<file path="src/rtl/sparam_sweep_seq.sv">
// S-parameter sweep sequencer: steps LO frequency (outer) and source port (inner), handshaking retune, settle and capture.
// Optional SPSEQ_PORT_MASK_EN adds port_mask so disabled source ports are skipped; otherwise all NPORTS ports are excited.
module sparam_sweep_seq #(
  parameter int NPORTS = 4,
  parameter int FW     = 10,
  parameter int SW     = 8
) (
  input  logic              clk,
  input  logic              rst_n,
  input  logic              start,
  input  logic              abort,
  input  logic [FW-1:0]     nfreq,
  input  logic [SW-1:0]     settle,
`ifdef SPSEQ_PORT_MASK_EN
  input  logic [NPORTS-1:0] port_mask,
`endif
  output logic              lo_load,
  output logic [FW-1:0]     lo_freq,
  input  logic              lo_locked,
  output logic [1:0]        src_port,
  output logic              src_en,
  output logic              meas_req,
  input  logic              meas_ack,
  output logic              busy,
  output logic              done,
  output logic              err
);

  typedef enum logic [2:0] {IDLE, TUNE, LOCK, SETTLE, MEAS, NEXT, DONE} state_t;

  state_t            state_q;
  logic [FW-1:0]     nfreq_q, lo_freq_q;
  logic [SW-1:0]     settle_q, cnt_q;
  logic [1:0]        src_port_q;
  logic [NPORTS-1:0] mask_q;
  logic              lo_load_q, src_en_q, meas_req_q, busy_q, done_q, err_q;

  logic [NPORTS-1:0] start_mask_d;
  logic [2:0]        first_d, low_d, nxt_d;

`ifdef SPSEQ_PORT_MASK_EN
  assign start_mask_d = port_mask;
`else
  assign start_mask_d = '1;
`endif

  // Returns {found, port}: lowest enabled port at or above base.
  function automatic logic [2:0] find_port(input logic [NPORTS-1:0] m, input int base);
    logic [2:0] r;
    r = '0;
    for (int i = NPORTS - 1; i >= 0; i--) begin
      if (m[i] && i >= base) r = {1'b1, 2'(i)};
    end
    return r;
  endfunction

  always_comb begin
    first_d = find_port(start_mask_d, 0);
    low_d   = find_port(mask_q, 0);
    nxt_d   = find_port(mask_q, int'(src_port_q) + 1);
  end

  always_ff @(posedge clk) begin
    if (!rst_n) begin
      state_q    <= IDLE;
      nfreq_q    <= '0;
      lo_freq_q  <= '0;
      settle_q   <= '0;
      cnt_q      <= '0;
      src_port_q <= '0;
      mask_q     <= '0;
      lo_load_q  <= 1'b0;
      src_en_q   <= 1'b0;
      meas_req_q <= 1'b0;
      busy_q     <= 1'b0;
      done_q     <= 1'b0;
      err_q      <= 1'b0;
    end else begin
      lo_load_q <= 1'b0;
      done_q    <= 1'b0;
      err_q     <= 1'b0;
      // Abort wins over any handshake sampled in the same cycle.
      if (abort && state_q != IDLE) begin
        state_q    <= IDLE;
        err_q      <= 1'b1;
        src_en_q   <= 1'b0;
        meas_req_q <= 1'b0;
        busy_q     <= 1'b0;
      end else begin
        case (state_q)
          IDLE: if (start) begin
            if (nfreq == '0 || !first_d[2]) begin
              done_q <= 1'b1;
            end else begin
              nfreq_q    <= nfreq;
              settle_q   <= settle;
              mask_q     <= start_mask_d;
              lo_freq_q  <= '0;
              src_port_q <= first_d[1:0];
              lo_load_q  <= 1'b1;
              busy_q     <= 1'b1;
              state_q    <= TUNE;
            end
          end
          TUNE: state_q <= LOCK;
          LOCK: if (lo_locked) begin
            src_en_q <= 1'b1;
            cnt_q    <= settle_q;
            state_q  <= SETTLE;
          end
          SETTLE: begin
            if (cnt_q == '0) begin
              meas_req_q <= 1'b1;
              state_q    <= MEAS;
            end else begin
              cnt_q <= cnt_q - SW'(1);
            end
          end
          MEAS: if (meas_ack) begin
            meas_req_q <= 1'b0;
            state_q    <= NEXT;
          end
          NEXT: begin
            if (nxt_d[2]) begin
              src_port_q <= nxt_d[1:0];
              cnt_q      <= settle_q;
              state_q    <= SETTLE;
            end else if (lo_freq_q < nfreq_q - FW'(1)) begin
              lo_freq_q  <= lo_freq_q + FW'(1);
              src_port_q <= low_d[1:0];
              src_en_q   <= 1'b0;
              lo_load_q  <= 1'b1;
              state_q    <= TUNE;
            end else begin
              src_en_q <= 1'b0;
              done_q   <= 1'b1;
              state_q  <= DONE;
            end
          end
          DONE: begin
            busy_q  <= 1'b0;
            state_q <= IDLE;
          end
          default: state_q <= IDLE;
        endcase
      end
    end
  end

  assign lo_load  = lo_load_q;
  assign lo_freq  = lo_freq_q;
  assign src_port = src_port_q;
  assign src_en   = src_en_q;
  assign meas_req = meas_req_q;
  assign busy     = busy_q;
  assign done     = done_q;
  assign err      = err_q;

endmodule
</file>
<file path="config.mk">
export PLATFORM = sky130hd
export DESIGN_NAME = sparam_sweep_seq
export DESIGN_NICKNAME = d
export VERILOG_FILES = /design/src/rtl/sparam_sweep_seq.sv
export SDC_FILE = /design/constraint.sdc
export NUM_CORES = 1
export LEC_CHECK = 0
export CAP_MARGIN = 0
export CELL_PAD_IN_SITES_DETAIL_PLACEMENT = 2
export CELL_PAD_IN_SITES_GLOBAL_PLACEMENT = 2
export CORE_ASPECT_RATIO = 0.75
export CORE_UTILIZATION = 31
export DETAILED_ROUTE_END_ITERATION = 8
export PLACE_DENSITY = 0.8
export SYNTH_ARGS = -nofsm -noshare
export SYNTH_HDL_FRONTEND = slang
export SYNTH_SLANG_ARGS = --single-unit
</file>
<file path="constraint.sdc">
create_clock -name clk -period 3.14 [get_ports clk]
set_input_delay 0.628 -clock clk [delete_from_list [all_inputs] [get_ports clk]]
set_output_delay 0.628 -clock clk [all_outputs]
set_load 0.1 [all_outputs]
</file>
==> flow_metrics.env <==
export IMPL_p_leak_nw=1.303
export IMPL_cp_arrival_ps=3340
export IMPL_syn2layout_area_growth_pct=32.44
export IMPL_synth_edf_count=0
export IMPL_critPathKind="reg2reg"
export IMPL_dieArea_um2=8786
export IMPL_start_util=0.3250
export IMPL_finalCritPeriodShare=0.9868
export IMPL_holdWs_ps=464.4
export IMPL_fmax_ghz=0.3227
export IMPL_clk_insertion_delay_late_ps=310
export IMPL_hpwlAfterDp_um=6694
export IMPL_row_count=28
export IMPL_path_clk_slew_ps=110
export IMPL_crit_path_end_kind="flop"
export IMPL_grt_util_all_layers=0.2206
export IMPL_tightest_slew_ps=649.5
export IMPL_holdBufCountCts=0
export IMPL_crit_chain="nor2_4, nand3_2, or3_4, nor4_4, xnor2_1, ha_1, a21oi_2, o21ai_2, o31a_4, or4_4, a21oi_2"
export IMPL_run_status="completed"
export IMPL_max_stage_delay_ps=530
export IMPL_post_dp_cell_area_um2=3189
export IMPL_htreeDepth=2
export IMPL_die_width_um=107.9
export IMPL_finClkSkew_ps=21.00
export IMPL_hold_viol_final=0
export IMPL_vias=2739
export IMPL_diodes=0
export IMPL_drt_iter0_drc=83
export IMPL_finalCriticalPeriod_ps=3098
export IMPL_synth_cell_types=44
export IMPL_synth_seq_cells=48
export IMPL_regArea_um2=962.2
export IMPL_ys_seq_area_frac=0.3685
export IMPL_drtAntennaViolNets=0
export IMPL_setup_violations=0
export IMPL_syn_inst=334
export IMPL_viasPerCell=5.533
export IMPL_cp_max_fo=7
export IMPL_coreArea_um2=8023
export IMPL_drive_above_1_share=0.1897
export IMPL_ys_flop_type="dfxtp_1"
export IMPL_cp_top_family="simple AND/OR/NAND/NOR gates"
export IMPL_multiInputGateArea_um2=1652
export IMPL_critPathLaunchType="flop"
export IMPL_cpMaxStageDelayCell="or4_4"
export IMPL_syn_nets=370
export IMPL_overflow=0
export IMPL_power_density_nw_per_um2=529.9
export IMPL_async_flop_share=0
export IMPL_hold_path_class="reg2reg"
export IMPL_critPathBufInv=0
export IMPL_grt_pass1_wl_um=14910
export IMPL_grt_pass1_vias=2910
export IMPL_avgSynthCellArea_um2=7.807
export IMPL_nets=425
export IMPL_wl_um=9328
export IMPL_slew_violations=0
export IMPL_cp_common_cell="a21oi_2"
export IMPL_drcViolationCount=0
export IMPL_gp_congestion=0.7744
export IMPL_drt_first_pass_iters=4
export IMPL_final_core_util=0.4304
export IMPL_die_h_um=81.43
export IMPL_slew_limit_headroom=0.5630
export IMPL_numCtsBuffers=5
export IMPL_wire_per_inst_um=18.84
export IMPL_design_area_um2=3453
export IMPL_clock_sinks=48
export IMPL_grt_max_degree=26
export IMPL_cts_tree="done"
export IMPL_ys_warn_count=0
export IMPL_rsz0062_at_grt="true"
export IMPL_fillers=924
export IMPL_cts_root_buf="clkbuf_8"
export IMPL_pin_count=42
export IMPL_cp_required_ps=3390
export IMPL_ir_drop_v=0.0002790
export IMPL_clock_path_buffers=2
export IMPL_synth_cell_area_um2=2608
export IMPL_port_buffers=41
export IMPL_drv_cap=0
export IMPL_antenna_found_initial=0
## metrics by stage
step / setup slack [ps] / instances / TNS [ps] / power, mW
after floorplan: 200.3 / 334 / 0 / 1.116
after global placement: 55.01 / 483 / 0 / 1.288
after detailed placement: -176.3 / 483 / -1212 / 1.316
after CTS: 28.95 / 493 / 0 / 1.807
after global routing: -76.54 / 495 / -306.9 / 1.938
final: 41.54 / 495 / 0 / 1.830
## registers in the layout, indices dropped and copies added (netlist names)
| name | count |
|---|---|
| mask_q | 1 |
| src_en | 1 |
| state_q | 3 |
| nfreq_q | 10 |
| lo_freq | 10 |
| lo_load | 1 |
| src_port | 2 |
| settle_q | 8 |
| cnt_q | 8 |
| done | 1 |
| meas_req | 1 |
| busy | 1 |
| err | 1 |
## area by class of cell
cell class | instances | area share
tap | 105 | 0.03804
timing repair buffer | 65 | 0.1591
clock inverter | 2 | 0.01123
multi-input combinational | 259 | 0.4783
sequential | 48 | 0.2786
inverter | 10 | 0.01087
clock buffer | 6 | 0.02391
## routing by layer
metal,up-vias,global-route usage,share of wire,routed length (µm)
met4,0,0.04658,0.0077,72
li1,1330,-,-,-
met3,6,0.04048,0.036,337
met1,1357,0.2877,0.48,4495
met5,-,0,0,0
met2,46,0.3827,0.47,4423
## timing repair
| action | 4_1_cts | 5_1_grt |
|---|---|---|
| gates resized for setup | 3 | 23 |
| buffers inserted | 2 | 1 |
| cloned | 0 | 1 |
| setup endpoints to repair | 13 | 14 |
| pin swaps | 1 | 12 |
## cell usage in the layout, fill, tap and decap left out, types with 2 or more instances in the layout
cell type,count
nor3_1,8
a211oi_2,2
a311oi_1,2
nor2_1,24
ha_1,12
a211oi_1,2
nand3b_1,2
or4_1,3
inv_1,10
and3b_1,2
mux2i_1,3
o211ai_1,6
nand3_1,5
o31ai_1,9
dfxtp_1,47
or4_4,3
nor4_1,5
nor3_2,2
buf_4,41
xor2_1,2
o21ai_0,13
clkbuf_8,6
a21boi_0,2
nand2_1,56
o31a_1,3
and3_1,2
nand2b_1,3
a21oi_2,5
clkdlybuf4s50_1,23
or3_1,6
nand4_1,4
a31oi_1,4
nor3b_1,2
a21oi_1,37
o21a_1,3
xnor2_1,6
## synth_stat cells (3+ instances only)
library cell	count	area share
a211oi_1	4	0.012
a21oi_1	42	0.081
a31oi_1	4	0.0096
buf_2	4	0.0077
clkbuf_1	14	0.020
dfxtp_1	48	0.37
ha_1	12	0.058
inv_1	10	0.014
mux2i_1	3	0.012
nand2_1	56	0.081
nand2b_1	3	0.0072
nand3_1	6	0.012
nand4_1	4	0.0096
nor2_1	25	0.036
nor3_1	10	0.019
nor4_1	6	0.014
o211ai_1	6	0.017
o21a_1	3	0.0086
o21ai_0	14	0.027
o31a_1	3	0.010
o31ai_1	10	0.029
or3_1	7	0.017
or4_1	6	0.017
xnor2_1	6	0.020
## logic make-up after synthesis
| group | synth area share |
|---|---|
| AND/OR/NAND/NOR | 0.2543 |
| AO/OA/AOI/OAI | 0.2390 |
| flip-flops | 0.3685 |
| buffers and inverters | 0.04223 |
| adder cells (fa/ha/maj) | 0.05758 |
| XOR/XNOR | 0.02687 |
| multiplexers | 0.01152 |
## worst register-to-register path, cell delays in order, from the launching register on
cell     delay [ps]
dfxtp_2         340
nor2_4          130
nand3_2         110
or3_4           360
nor4_4          240
xnor2_1         130
ha_1            350
a21oi_2         170
o21ai_2         110
o31a_4          420
or4_4           530
a21oi_2         150
## final timing paths
kind | startpoint | endpoint | slack (ps) | cells past startpoint
min reg2reg | settle_q[2] | settle_q[2] | 460 | 2
max | nfreq_q[3] | lo_freq[5] | 40 | 11
min | settle_q[2] | settle_q[2] | 460 | 2
max reg2reg | nfreq_q[3] | lo_freq[5] | 40 | 11
## power breakdown
part / switching (mW) / internal [mW]
Sequential: 0.0608 / 0.658
Clock: 0.226 / 0.261
Combinational: 0.388 / 0.237
Total: 0.674 / 1.16
No activity file was read; power rests on OpenSTA's default activity.
